[config.mk]
export PLATFORM = sky130hd
export DESIGN_NAME = spi_slave_regbank
export DESIGN_NICKNAME = d
export VERILOG_FILES = /design/src/rtl/tinydds_spi_pkg.sv /design/src/rtl/spi_sync_edge.sv /design/src/rtl/spi_slave_regbank.sv
export SDC_FILE = /design/constraint.sdc
export NUM_CORES = 1
export LEC_CHECK = 0
export CORE_MARGIN = 1.5
export CORE_UTILIZATION = 29
export DETAILED_ROUTE_END_ITERATION = 7
export DONT_BUFFER_PORTS = 1
export MAX_ROUTING_LAYER = met4
export PLACE_DENSITY = 0.53
export SYNTH_ARGS = -nofsm -noshare
export SYNTH_HDL_FRONTEND = slang
export SYNTH_SLANG_ARGS = --single-unit
[constraint.sdc]
create_clock -name clk -period 13.4 [get_ports clk]
set_input_delay 2.01 -clock clk [delete_from_list [all_inputs] [get_ports clk]]
set_output_delay 2.01 -clock clk [all_outputs]
set_load 0.02 [all_outputs]
[src/rtl/tinydds_spi_pkg.sv]
// rtl/tinydds_spi_pkg.sv - shared constants, frame sizing and tracker state for the SPI register bank
package tinydds_spi_pkg;

  localparam logic RW_WRITE        = 1'b0;
  localparam logic RW_READ         = 1'b1;
  localparam int   CTRL_ADDR       = 0;
  localparam int   CTRL_COMMIT_BIT = 0;

  typedef enum logic {
    TRK_IDLE  = 1'b0,
    TRK_ARMED = 1'b1
  } trk_state_t;

  function automatic int frame_bits(input int addr_width, input int data_width);
    return 1 + addr_width + data_width;
  endfunction

endpackage

[src/rtl/spi_sync_edge.sv]
// rtl/spi_sync_edge.sv - multi-flop synchroniser with registered rise/fall pulses
module spi_sync_edge #(
  parameter int STAGES = 2
) (
  input  logic clk,
  input  logic rst_n,
  input  logic raw,
  output logic level,
  output logic rise,
  output logic fall
);

  // The chain is left unreset so a reset never fabricates an edge on a pin that is mid-transfer.
  logic [STAGES-1:0] chain;

  always_ff @(posedge clk) begin
    chain <= {chain[STAGES-2:0], raw};
  end

  assign level = chain[STAGES-1];

  always_ff @(posedge clk) begin
    if (!rst_n) begin
      rise <= 1'b0;
      fall <= 1'b0;
    end else begin
      rise <= chain[STAGES-2] & ~chain[STAGES-1];
      fall <= ~chain[STAGES-2] & chain[STAGES-1];
    end
  end

endmodule

[src/rtl/spi_slave_regbank.sv]
// rtl/spi_slave_regbank.sv - SPI mode-0 slave with shadow/active register file, commit and readback
module spi_slave_regbank
  import tinydds_spi_pkg::*;
#(
  parameter int ADDR_WIDTH  = 4,
  parameter int DATA_WIDTH  = 28,
  parameter int NUM_REGS    = 7,
  parameter int SYNC_STAGES = 2,
  parameter int AUTO_COMMIT = 0
) (
  input  logic                           clk,
  input  logic                           rst_n,
  input  logic                           spi_clock,
  input  logic                           spi_cs_n,
  input  logic                           spi_mosi,
  output logic                           spi_miso,
  output logic [NUM_REGS*DATA_WIDTH-1:0] regs_active,
  output logic                           update_stb,
  output logic                           frame_error
);

  localparam int FRAME_BITS = frame_bits(ADDR_WIDTH, DATA_WIDTH);
  localparam int CNT_W      = $clog2(FRAME_BITS + 2);
  localparam logic [CNT_W-1:0] CNT_FULL = CNT_W'(FRAME_BITS);
  localparam logic [CNT_W-1:0] CNT_SAT  = CNT_W'(FRAME_BITS + 1);
  localparam logic [CNT_W-1:0] CNT_ADDR = CNT_W'(ADDR_WIDTH);
  localparam logic             AUTO     = (AUTO_COMMIT != 0);

  logic sclk_level_unused, sclk_rise, sclk_fall;
  logic cs_level, cs_rise, cs_fall;
  logic mosi_level, mosi_rise_unused, mosi_fall_unused;

  spi_sync_edge #(.STAGES(SYNC_STAGES)) u_sync_sclk (
    .clk   (clk),
    .rst_n (rst_n),
    .raw   (spi_clock),
    .level (sclk_level_unused),
    .rise  (sclk_rise),
    .fall  (sclk_fall)
  );

  spi_sync_edge #(.STAGES(SYNC_STAGES)) u_sync_cs (
    .clk   (clk),
    .rst_n (rst_n),
    .raw   (spi_cs_n),
    .level (cs_level),
    .rise  (cs_rise),
    .fall  (cs_fall)
  );

  spi_sync_edge #(.STAGES(SYNC_STAGES)) u_sync_mosi (
    .clk   (clk),
    .rst_n (rst_n),
    .raw   (spi_mosi),
    .level (mosi_level),
    .rise  (mosi_rise_unused),
    .fall  (mosi_fall_unused)
  );

  trk_state_t state_q, state_d;
  logic       armed, shift_en, frame_end;

  always_ff @(posedge clk) begin
    if (!rst_n) state_q <= TRK_IDLE;
    else        state_q <= state_d;
  end

  always_comb begin
    state_d = state_q;
    case (state_q)
      TRK_IDLE:  if (cs_fall) state_d = TRK_ARMED;
      TRK_ARMED: if (cs_rise) state_d = TRK_IDLE;
      default:   state_d = TRK_IDLE;
    endcase
  end

  // A cs_n rise coinciding with an sclk rise still shifts; the frame end then sees the updated count.
  always_comb begin
    armed     = (state_q == TRK_ARMED);
    shift_en  = armed & sclk_rise;
    frame_end = armed & cs_rise;
  end

  logic [CNT_W-1:0]      cnt_q, cnt_next;
  logic [FRAME_BITS-1:0] rx_q, rx_next;
  logic [DATA_WIDTH-1:0] tx_q;
  logic                  reading_q;
  logic [DATA_WIDTH-1:0] shadow [NUM_REGS];
  logic [DATA_WIDTH-1:0] active [NUM_REGS];

  logic                  f_rw, hdr_rw;
  logic [ADDR_WIDTH-1:0] f_addr, hdr_addr;
  logic [DATA_WIDTH-1:0] f_data, rd_word;
  logic                  frame_ok, wr_hit, wr_valid, commit, load_tx;

  always_comb begin
    cnt_next = cnt_q;
    rx_next  = rx_q;
    if (shift_en) begin
      rx_next = {rx_q[FRAME_BITS-2:0], mosi_level};
      if (cnt_q != CNT_SAT) cnt_next = cnt_q + 1'b1;
    end
  end

  always_comb begin
    f_rw     = rx_next[FRAME_BITS-1];
    f_addr   = rx_next[FRAME_BITS-2 -: ADDR_WIDTH];
    f_data   = rx_next[DATA_WIDTH-1:0];
    hdr_rw   = rx_next[ADDR_WIDTH];
    hdr_addr = rx_next[ADDR_WIDTH-1:0];
    frame_ok = frame_end && (cnt_next == CNT_FULL);
    wr_hit   = frame_ok && (f_rw == RW_WRITE);
    wr_valid = wr_hit && (f_addr != ADDR_WIDTH'(CTRL_ADDR)) &&
               (f_addr <= ADDR_WIDTH'(NUM_REGS));
    commit   = wr_hit && (f_addr == ADDR_WIDTH'(CTRL_ADDR)) && f_data[CTRL_COMMIT_BIT];
    load_tx  = shift_en && (cnt_q == CNT_ADDR);
  end

  always_comb begin
    rd_word = '0;
    for (int r = 0; r < NUM_REGS; r++) begin
      if (hdr_addr == ADDR_WIDTH'(r + 1)) rd_word = shadow[r];
    end
  end

  always_ff @(posedge clk) begin
    if (!rst_n) begin
      cnt_q <= '0;
      rx_q  <= '0;
    end else begin
      cnt_q <= cs_fall ? '0 : cnt_next;
      rx_q  <= rx_next;
    end
  end

  always_ff @(posedge clk) begin
    if (!rst_n) begin
      for (int r = 0; r < NUM_REGS; r++) begin
        shadow[r] <= '0;
        active[r] <= '0;
      end
      update_stb  <= 1'b0;
      frame_error <= 1'b0;
    end else begin
      for (int r = 0; r < NUM_REGS; r++) begin
        if (wr_valid && (f_addr == ADDR_WIDTH'(r + 1))) begin
          shadow[r] <= f_data;
          if (AUTO) active[r] <= f_data;
        end
        if (commit) active[r] <= shadow[r];
      end
      update_stb  <= commit || (wr_valid && AUTO);
      frame_error <= frame_end && (cnt_next != CNT_FULL);
    end
  end

  // MISO is held low outside an armed frame and on write frames; readback starts after the header.
  always_ff @(posedge clk) begin
    if (!rst_n) begin
      tx_q      <= '0;
      reading_q <= 1'b0;
      spi_miso  <= 1'b0;
    end else if (!armed || cs_level) begin
      tx_q      <= '0;
      reading_q <= 1'b0;
      spi_miso  <= 1'b0;
    end else if (load_tx) begin
      tx_q      <= (hdr_rw == RW_READ) ? rd_word : '0;
      reading_q <= (hdr_rw == RW_READ);
    end else if (sclk_fall && reading_q) begin
      spi_miso <= tx_q[DATA_WIDTH-1];
      tx_q     <= {tx_q[DATA_WIDTH-2:0], 1'b0};
    end
  end

  always_comb begin
    regs_active = '0;
    for (int r = 0; r < NUM_REGS; r++) begin
      regs_active[r*DATA_WIDTH +: DATA_WIDTH] = active[r];
    end
  end

endmodule

==> results.md, run 1 <==
* Max Cap Viol at 0
* Fraction of synthesized cell area taken by the top area cell type at 59.21%
* Netlist Area Pre-Place at 19,880 um2
* CTS tree: yes
* WL final at 58,450 um
* Post-CTS Setup Bufs at 0
* Worst slew margin at 16.01%
* Clock Latency Late Sink at 600 ps
* Initial antenna violation count at 7
* Setup_tns at 0 ps
* Dominant cells by area after synthesis: edfxtp_1 (59%), dfxtp_1 (8.3%), and4_1 (7.4%), nor2_1 (4.6%), mux2i_1 (3.0%)
* Cell count after synthesis at 1,557
* Drt initial violations at 1,102
* Switching Fraction at 22.29%
* Critical path class: reg2reg
* Leak Pwr at 7.826 nW
* Placed cell areas at 20,560 um2
* GRT Util Overall at 16.74%
* Maximum clock frequency at 204.2 MHz
* Fin crit share at 36.55%
* Max-slew violations at 0
* Chip Width at 264.8 um
* Pwr dens at 145.0 nW/um2
* VDD IR max at 69.85 uV
* Setup Skew at 34.07 ps
* Worst-margin pin slew at 1260 ps
* Internal power at 2.507 mW
* CP required at 13,610 ps
* Critical path arrival at 5110 ps
* Area Overhead vs Synth at 11.93%
* CTS Hold Bufs at 0
* Seq/Total Area, Yosys at 67.46%
* Worst hold path type: reg2reg
* Global-route wire length before repair at 85,520 um
* Commonest non-fill, non-tap cell in the layout: edfxtp_1
* Peak fanout along the critical path at 82
* Final instance area at 22,250 um2
* Synth Flop Type: edfxtp_1
* CP startpoint kind: flip-flop
* Reg-to-Reg End: active[1][13]
* Area leader, netlist: edfxtp_1
* Hold Vio Cnt, Final at 0
* Flop pwr share at 54.0%
* Synth warnings at 0
* Top Ports at 204
* Clk sinks at 474
* Worst Reg2Reg Path Length in Cells at 6
* Routed Antenna Nets at 0
* Clock Tree Buf Depth at 3
* EDFF count, synth at 392
* Most frequent cells in the layout: edfxtp_1 (392), nor2_1 (241), and4_1 (168)
* Core Area at 67,510 um2
* Status: complete, no violations
* Cts repair resizes at 0
* Initial Utilization at 29.45%
* Flop and latch count out of synthesis at 474
* Final setup violation count at 0
* Reg-to-Reg Start: armed
* Root buffer cell: clkbuf_16
* HPWL Detailed at 38,400 um
* Syn nets at 1,565
* Vias at 12,500
* Hold Crit Start: u_sync_mosi.chain[0]
* Vias in the first global route at 12,170
* RSZ-0062 raised after global routing: no
* Clock power share at 44.4%
* Die Y-Extent at 264.8 um
* Via-to-Cell Ratio at 5.163
* Die Area at 70,140 um2
* Worst Hold End: u_sync_mosi.chain[1]
* R2R Setup Slk at 8500 ps
* Comb power frac at 1.6%
* CP Capture Type: flip-flop
* Net Switching at 719.2 uW
* FP Rows at 95
* Total grt overflow at 0
* PortBufs at 0
* First-pass DRT Iterations at 7
* Syn avg cell area at 12.77 um2
* Remaining DRCs at 0
* Synth cell types at 61
* Largest net degree at the start of global routing at 123
* Placer congestion estimate at 0.8613
* Avg WL per Cell at 24.14 um
* Async set-reset flop share out of synthesis at 0%
* Fin nets at 1,509
* Tmin final at 4898 ps
* Share of layout cells above drive strength 1 at 8.047%
* WHS Path Cells at 0
* H-tree Lvls at 2
* Total CTS buffers at 51
* Clk pin slew, worst setup/hold paths at 60 ps
[final cells by class]
class / count / area (um2)
Antenna cell: 7 / 17.52
Clock buffer: 59 / 1316
Clock inverter: 34 / 356.6
Fill cell: 6637 / 45260
Inverter: 36 / 136.4
Multi-Input combinational cell: 912 / 5727
Sequential cell: 474 / 13410
Tap cell: 873 / 1092
Timing Repair Buffer: 26 / 195.2
[stage by stage]
| stage | hold slack (ps) | cells | utilization [%] | power [mW] | setup WS, ps |
|---|---|---|---|---|---|
| final | 336.7 | 2421 | 32.96 | 3.226 | 8502 |
| after global routing | 349.2 | 2421 | 32.96 | 3.312 | 8070 |
| after CTS | 341.0 | 2414 | 32.94 | 3.255 | 8461 |
| after detailed placement | 326.8 | 2321 | 30.46 | 1.827 | 8457 |
| after global placement | 320.0 | 2321 | 30.46 | 1.827 | 8549 |
| after floorplan | 309.6 | 1557 | - | 1.783 | 7841 |
[registers in the layout, indices dropped and copies added, names as in the netlist]
| signal | cells |
|---|---|
| frame_error | 1 |
| shadow | 196 |
| armed | 1 |
| u_sync_sclk.rise | 1 |
| cnt_q | 6 |
| spi_miso | 1 |
| u_sync_cs.fall | 1 |
| reading_q | 1 |
| rx_q | 33 |
| u_sync_sclk.fall | 1 |
| u_sync_cs.chain | 2 |
| active | 196 |
| tx_q | 28 |
| update_stb | 1 |
| u_sync_sclk.chain | 2 |
| u_sync_mosi.chain | 2 |
| u_sync_cs.rise | 1 |
[Yosys cell counts, drive strengths merged, types with 3 or more instances]
| cell type | count |
|---|---|
| a211oi | 31 |
| a21bo | 3 |
| a21o | 28 |
| a21oi | 9 |
| and2 | 30 |
| and3 | 3 |
| and4 | 169 |
| buf | 52 |
| clkbuf | 83 |
| dfxtp | 82 |
| edfxtp | 392 |
| ha | 3 |
| inv | 35 |
| mux2i | 59 |
| nand2 | 154 |
| nand2b | 5 |
| nand3 | 8 |
| nand3b | 4 |
| nand4 | 7 |
| nor2 | 241 |
| nor3 | 31 |
| nor3b | 3 |
| o21ai | 32 |
| o221ai | 28 |
| o22a | 3 |
| o32ai | 29 |
| xnor2 | 3 |
[routing by layer]
layer	vias up	global-route usage (%)	share of wire, %
met5	-	-	0
met2	381	24.52	45
met3	72	4.143	6.8
met4	0	4.741	2.1
li1	5724	-	-
met1	6322	22.94	46
[worst max path at each step]
stage,start,endpoint,cells past startpoint
after floorplan,rst_n,active[0][0],4
after global placement,armed,active[1][11],6
after detailed placement,armed,active[1][10],6
after CTS,armed,active[2][5],6
after global routing,armed,active[2][11],6
final,armed,active[1][13],6
[power by group through the flow]
| stage | Combinational [mW] | Clock (mW) | Sequential [mW] |
|---|---|---|---|
| after CTS | 0.0526 | 1.46 | 1.74 |
| final | 0.0515 | 1.43 | 1.74 |
| after floorplan | 0.0371 | 0 | 1.75 |
| after global placement | 0.0516 | 0 | 1.78 |
| after detailed placement | 0.0525 | 0 | 1.77 |
| after global routing | 0.0565 | 1.51 | 1.75 |
[cells by family after synthesis]
family	count (synthesis)	synth area share, %
mux	60	3.046
compound gates	180	6.948
fa+ha+maj	3	0.1888
flops	474	67.46
simple gates	666	18.21
buf+inv	171	4.009
xor+xnor	3	0.1322
[critical path, cell delays in order (launching register included)]
cell,delay (ps)
dfxtp_1,690
nand2_2,670
nor4_1,480
a311o_1,350
o211a_4,530
a31o_4,720
buf_4,880
Power figures use the tool's default switching activity.
==> inputs of run 2 (changes only) <==
--- a/config.mk
+++ b/config.mk
@@ -10,7 +10,7 @@
 export DETAILED_ROUTE_END_ITERATION = 7
 export DONT_BUFFER_PORTS = 1
 export MAX_ROUTING_LAYER = met4
-export PLACE_DENSITY = 0.53
+export PLACE_DENSITY = 0.54
 export SYNTH_ARGS = -nofsm -noshare
 export SYNTH_HDL_FRONTEND = slang
 export SYNTH_SLANG_ARGS = --single-unit
==> constraint.sdc (replaced) <==
create_clock -name clk -period 4.2 [get_ports clk]
set_input_delay 0.63 -clock clk [delete_from_list [all_inputs] [get_ports clk]]
set_output_delay 0.63 -clock clk [all_outputs]
set_load 0.02 [all_outputs]
==> results.md, run 2 (same netlist as run 1, synthesis figures left out) <==
* Status: complete, no violations
* Placer congestion estimate at 0.8765
* Clk pin slew, worst setup/hold paths at 60 ps
* Post-CTS Setup Bufs at 0
* Routed Antenna Nets at 0
* Largest net degree at the start of global routing at 172
* Reg-to-Reg Start: armed
* Vias in the first global route at 12,360
* CP Capture Type: flip-flop
* Worst-margin pin slew at 1191 ps
* Core Area at 67,510 um2
* FILL cells at 6,632
* Top Ports at 204
* H-tree Lvls at 2
* Vias at 12,470
* Global-route wire length before repair at 83,590 um
* Fin crit share at 83.11%
* VDD IR max at 254.9 uV
* Clk sinks at 474
* WHS Path Cells at 0
* Setup_tns at 0 ps
* Clock Latency Late Sink at 580 ps
* Initial Utilization at 29.45%
* Commonest non-fill, non-tap cell in the layout: edfxtp_1
* Max Cap Viol at 0
* FP Rows at 95
* R2R Setup Slk at 710 ps
* Share of layout cells above drive strength 1 at 8.172%
* Hold Crit Start: spi_clock
* Most frequent cells in the layout: edfxtp_1 (392), nor2_1 (241), and4_1 (168)
* Total CTS buffers at 50
* Setup crit end: active[0][27]
* Remaining DRCs at 0
* Cts repair resizes at 0
* Placed cell areas at 20,720 um2
* RSZ-0062 raised after global routing: no
* CP startpoint kind: flip-flop
* Setup Skew at 12.85 ps
* Die Y-Extent at 264.8 um
* GRT Util Overall at 16.10%
* Leak Pwr at 7.826 nW
* First-pass DRT Iterations at 7
* Via-to-Cell Ratio at 5.138
* Worst slew margin at 20.60%
* Drt initial violations at 1,189
* Max-slew violations at 0
* Hold Vio Cnt, Final at 0
* Maximum clock frequency at 286.5 MHz
* Final instance area at 22,240 um2
* Worst hold path type: in2reg
* Fin nets at 1,522
* Top Registers: active (196), shadow (196), rx_q (33)
* PortBufs at 0
* Die Area at 70,140 um2
* Critical path arrival at 3710 ps
* Tot Pwr at 9.910 mW
* HPWL Detailed at 37,870 um
* CP required at 4410 ps
* Pwr dens at 445.5 nW/um2
* Root buffer cell: clkbuf_16
* WL final at 55,410 um
* CP startpoint: armed
* Final setup violation count at 0
* Ant. Diodes at 0
* Initial antenna violation count at 1
* Reg-to-Reg End: active[0][27]
* Clock Tree Buf Depth at 3
* Area Overhead vs Synth at 11.88%
* Avg WL per Cell at 22.83 um
* Worst Reg2Reg Path Length in Cells at 6
* CTS tree: yes
* Chip Width at 264.8 um
* CTS Hold Bufs at 0
* Total grt overflow at 0
* Peak fanout along the critical path at 38
* Tmin final at 3491 ps
* Critical path class: reg2reg
run 2: cell count changes in the layout (fill, tap and decap cells not counted), sizes merged:
cell,delta
inv,-2
clkbuf,+12
clkinv,-5
buf,+14
bufinv,-6
diode,-7
run 2: how the worst min path moves through the flow:
stage / slack [ps] / endpoint
2_1_floorplan: 310 / u_sync_mosi.chain[1]
3_3_place_gp: 320 / u_sync_mosi.chain[1]
3_5_place_dp: 310 / u_sync_mosi.chain[1]
4_1_cts: 40 / u_sync_sclk.chain[0]
5_1_grt: 40 / u_sync_sclk.chain[0]
6_report: 70 / u_sync_sclk.chain[0]
run 2: per-stage QoR:
step	setup slack (ps)	instances	util (%)	hold slack, ps
3_3_place_gp	884.8	2335	30.69	320.0
6_report	709.2	2427	32.94	69.36
2_1_floorplan	552.8	1557	-	309.6
3_5_place_dp	765.3	2335	30.69	314.3
4_1_cts	748.1	2427	32.94	40.01
5_1_grt	480.5	2427	32.94	43.86
run 2: final cells by class:
| type | count | area (um2) | share of cell area, % |
|---|---|---|---|
| inverter | 36 | 136.4 | 0.6132 |
| tap | 873 | 1092 | 4.911 |
| clock buffer | 71 | 1381 | 6.210 |
| multi-input combinational | 912 | 5714 | 25.69 |
| sequential | 474 | 13410 | 60.30 |
| clock inverter | 21 | 142.6 | 0.6413 |
| timing repair buffer | 40 | 362.8 | 1.631 |
run 2: worst max-delay path: stages (launching register included):
cell and delay (ps):
dfxtp_1 680, and2_1 640, and4_1 290, a211o_1 260, o211a_4 460, a31o_4 280
buf_4 460
run 2: where the power goes:
part / total (mW) / switching [mW] / internal (mW) / leakage, nW
Sequential: 5.56 / 0.273 / 5.29 / 4.42
Combinational: 0.170 / 0.128 / 0.0419 / 2.66
Clock: 4.18 / 1.83 / 2.35 / 0.739
Total: 9.91 / 2.23 / 7.68 / 7.83
run 2: layer usage:
metal,routed length [um],GRT usage (%),vias to the layer above
met5,0,-,-
met4,1039,3.475,0
met3,4201,4.422,74
met2,24910,23.78,395
met1,25270,22.03,6270
li1,-,-,5732
==> inputs of run 3 (changes only) <==
==> constraint.sdc (replaced) <==
create_clock -name clk -period 3.2 [get_ports clk]
set_input_delay 0.48 -clock clk [delete_from_list [all_inputs] [get_ports clk]]
set_output_delay 0.48 -clock clk [all_outputs]
set_load 0.02 [all_outputs]
==> results.md, run 3 (same netlist as run 1, synthesis figures left out) <==
* Status: complete, no violations
* Maximum clock frequency at 343.0 MHz
* Peak fanout along the critical path at 170
* Via-to-Cell Ratio at 5.157
* Drt initial violations at 1,115
* Post-CTS Setup Bufs at 0
* Pwr dens at 590.5 nW/um2
* Root buffer cell: clkbuf_16
* Clock Tree Buf Depth at 3
* Avg WL per Cell at 23.65 um
* CP startpoint kind: flip-flop
* Worst slew margin at 23.04%
* Top Registers: active (196), shadow (196), rx_q (33)
* GRT Util Overall at 16.45%
* Critical path arrival at 3230 ps
* Largest net degree at the start of global routing at 171
* Tmin final at 2916 ps
* Die Area at 70,140 um2
* HPWL Detailed at 38,250 um
* Post-route setup slack at 284.1 ps
* Top Ports at 204
* Hold Crit Start: rst_n
* Fin nets at 1,525
* Routed Antenna Nets at 0
* WL final at 57,530 um
* Area Overhead vs Synth at 12.70%
* Commonest non-fill, non-tap cell in the layout: edfxtp_1
* Chip Width at 264.8 um
* Max-slew violations at 0
* R2R Setup Slk at 280 ps
* VDD IR max at 392.2 uV
* CTS tree: yes
* Initial antenna violation count at 4
* Fin crit share at 91.12%
* CP Capture Type: flip-flop
* Tot Pwr at 13.23 mW
* Worst Hold End: u_sync_sclk.rise
* WP buf/inv at 1
* CP required at 3520 ps
* Final setup violation count at 0
* Clk pin slew, worst setup/hold paths at 60 ps
* Worst Reg2Reg Path Length in Cells at 6
* Core Area at 67,510 um2
* Crit-path cells: nand2_2, or2_1, a311o_1, o211a_4, buf_12, and4_1
* Reg-to-Reg End: active[5][12]
* CP delay by family, top: simple AND/OR/NAND/NOR gates
* Total grt overflow at 0
* Worst-margin pin slew at 1154 ps
* WHS Path Cells at 2
* Final Non-Filler Cells at 2,433
* Remaining DRCs at 0
* PortBufs at 0
* Placer congestion estimate at 0.8652
* Setup_tns at 0 ps
* RSZ-0062 raised after global routing: no
* Slowest CP cell: dfxtp_1
* Max Cap Viol at 0
* CP max stage delay at 670 ps
* Global-route wire length before repair at 84,900 um
* H-tree Lvls at 2
* Share of layout cells above drive strength 1 at 8.226%
* Most frequent cells in the layout: edfxtp_1 (392), nor2_1 (241), and4_1 (168)
* Critical path class: reg2reg
* Leak Pwr at 7.889 nW
* Setup Skew at 24.85 ps
* Clock Latency Late Sink at 580 ps
* Initial Utilization at 29.45%
* Hold Vio Cnt, Final at 0
* Total CTS buffers at 50
* Worst hold path type: in2reg
* Hold Worst Slack at 36.16 ps
* Clk sinks at 474
* Placed cell count at 2,334
* Dpl ws at 369.8 ps
* FP Rows at 95
* First-pass DRT Iterations at 5
* Vias in the first global route at 12,150
* Reg-to-Reg Start: u_sync_sclk.rise
* Die Y-Extent at 264.8 um
* Vias at 12,550
==> run 3: cell count changes in the layout (fill, tap and decap cells not counted), sizes merged <==
| cell | change |
|---|---|
| diode | +4 |
| clkbuf | -14 |
| dlygate4sd3 | +4 |
| bufinv | +4 |
| clkinvlp | -1 |
| buf | -1 |
| inv | +1 |
| clkinv | +9 |
==> run 3: worst max path at each step <==
stage | start | endpoint | slack, ps | depth (start not counted)
after floorplan | cnt_q[2] | active[0][0] | -310 | 8
after global placement | armed | tx_q[13] | 410 | 6
after detailed placement | armed | tx_q[23] | 370 | 6
after CTS | armed | tx_q[23] | 350 | 6
after global routing | armed | tx_q[23] | 150 | 6
final | u_sync_sclk.rise | active[5][12] | 280 | 6
==> run 3: layout make-up <==
type                       count  area (um2)
sequential                   474       13410
clock inverter                34       302.8
fill                        6675       45110
timing repair buffer          43       457.9
inverter                      36       137.6
clock buffer                  57        1277
tap                          873        1092
multi-input combinational    912        5714
antenna                        4       10.01
==> run 3: stage by stage <==
step | utilization, % | area, um2
6_report | 33.19 | 22410
5_1_grt | 33.19 | 22410
4_1_cts | 33.17 | 22400
3_5_place_dp | 30.77 | 20780
3_3_place_gp | 30.77 | 20780
2_1_floorplan | - | 19900
==> run 3: report_power, final <==
part | total (mW) | internal, mW | leakage [nW] | switching (mW)
combinational | 0.234 | 0.0615 | 2.69 | 0.173
sequential | 7.29 | 6.94 | 4.42 | 0.357
clock | 5.70 | 3.27 | 0.773 | 2.44
total | 13.2 | 10.3 | 7.89 | 2.97
==> run 3: per-layer routing <==
layer,GRT usage (%),vias to the layer above,share of wire (%)
met2,24.15,422,45
met4,4.232,0,2.0
li1,-,5737,-
met5,-,-,0
met3,4.561,76,7.8
met1,22.35,6311,46
==> run 3: timing repair <==
item                                    4_1_cts  5_1_grt
endpoints found under the hold margin         4        0
endpoints found under the setup margin        0        0
gates resized for setup                       0        0
hold buffers                                  4        0
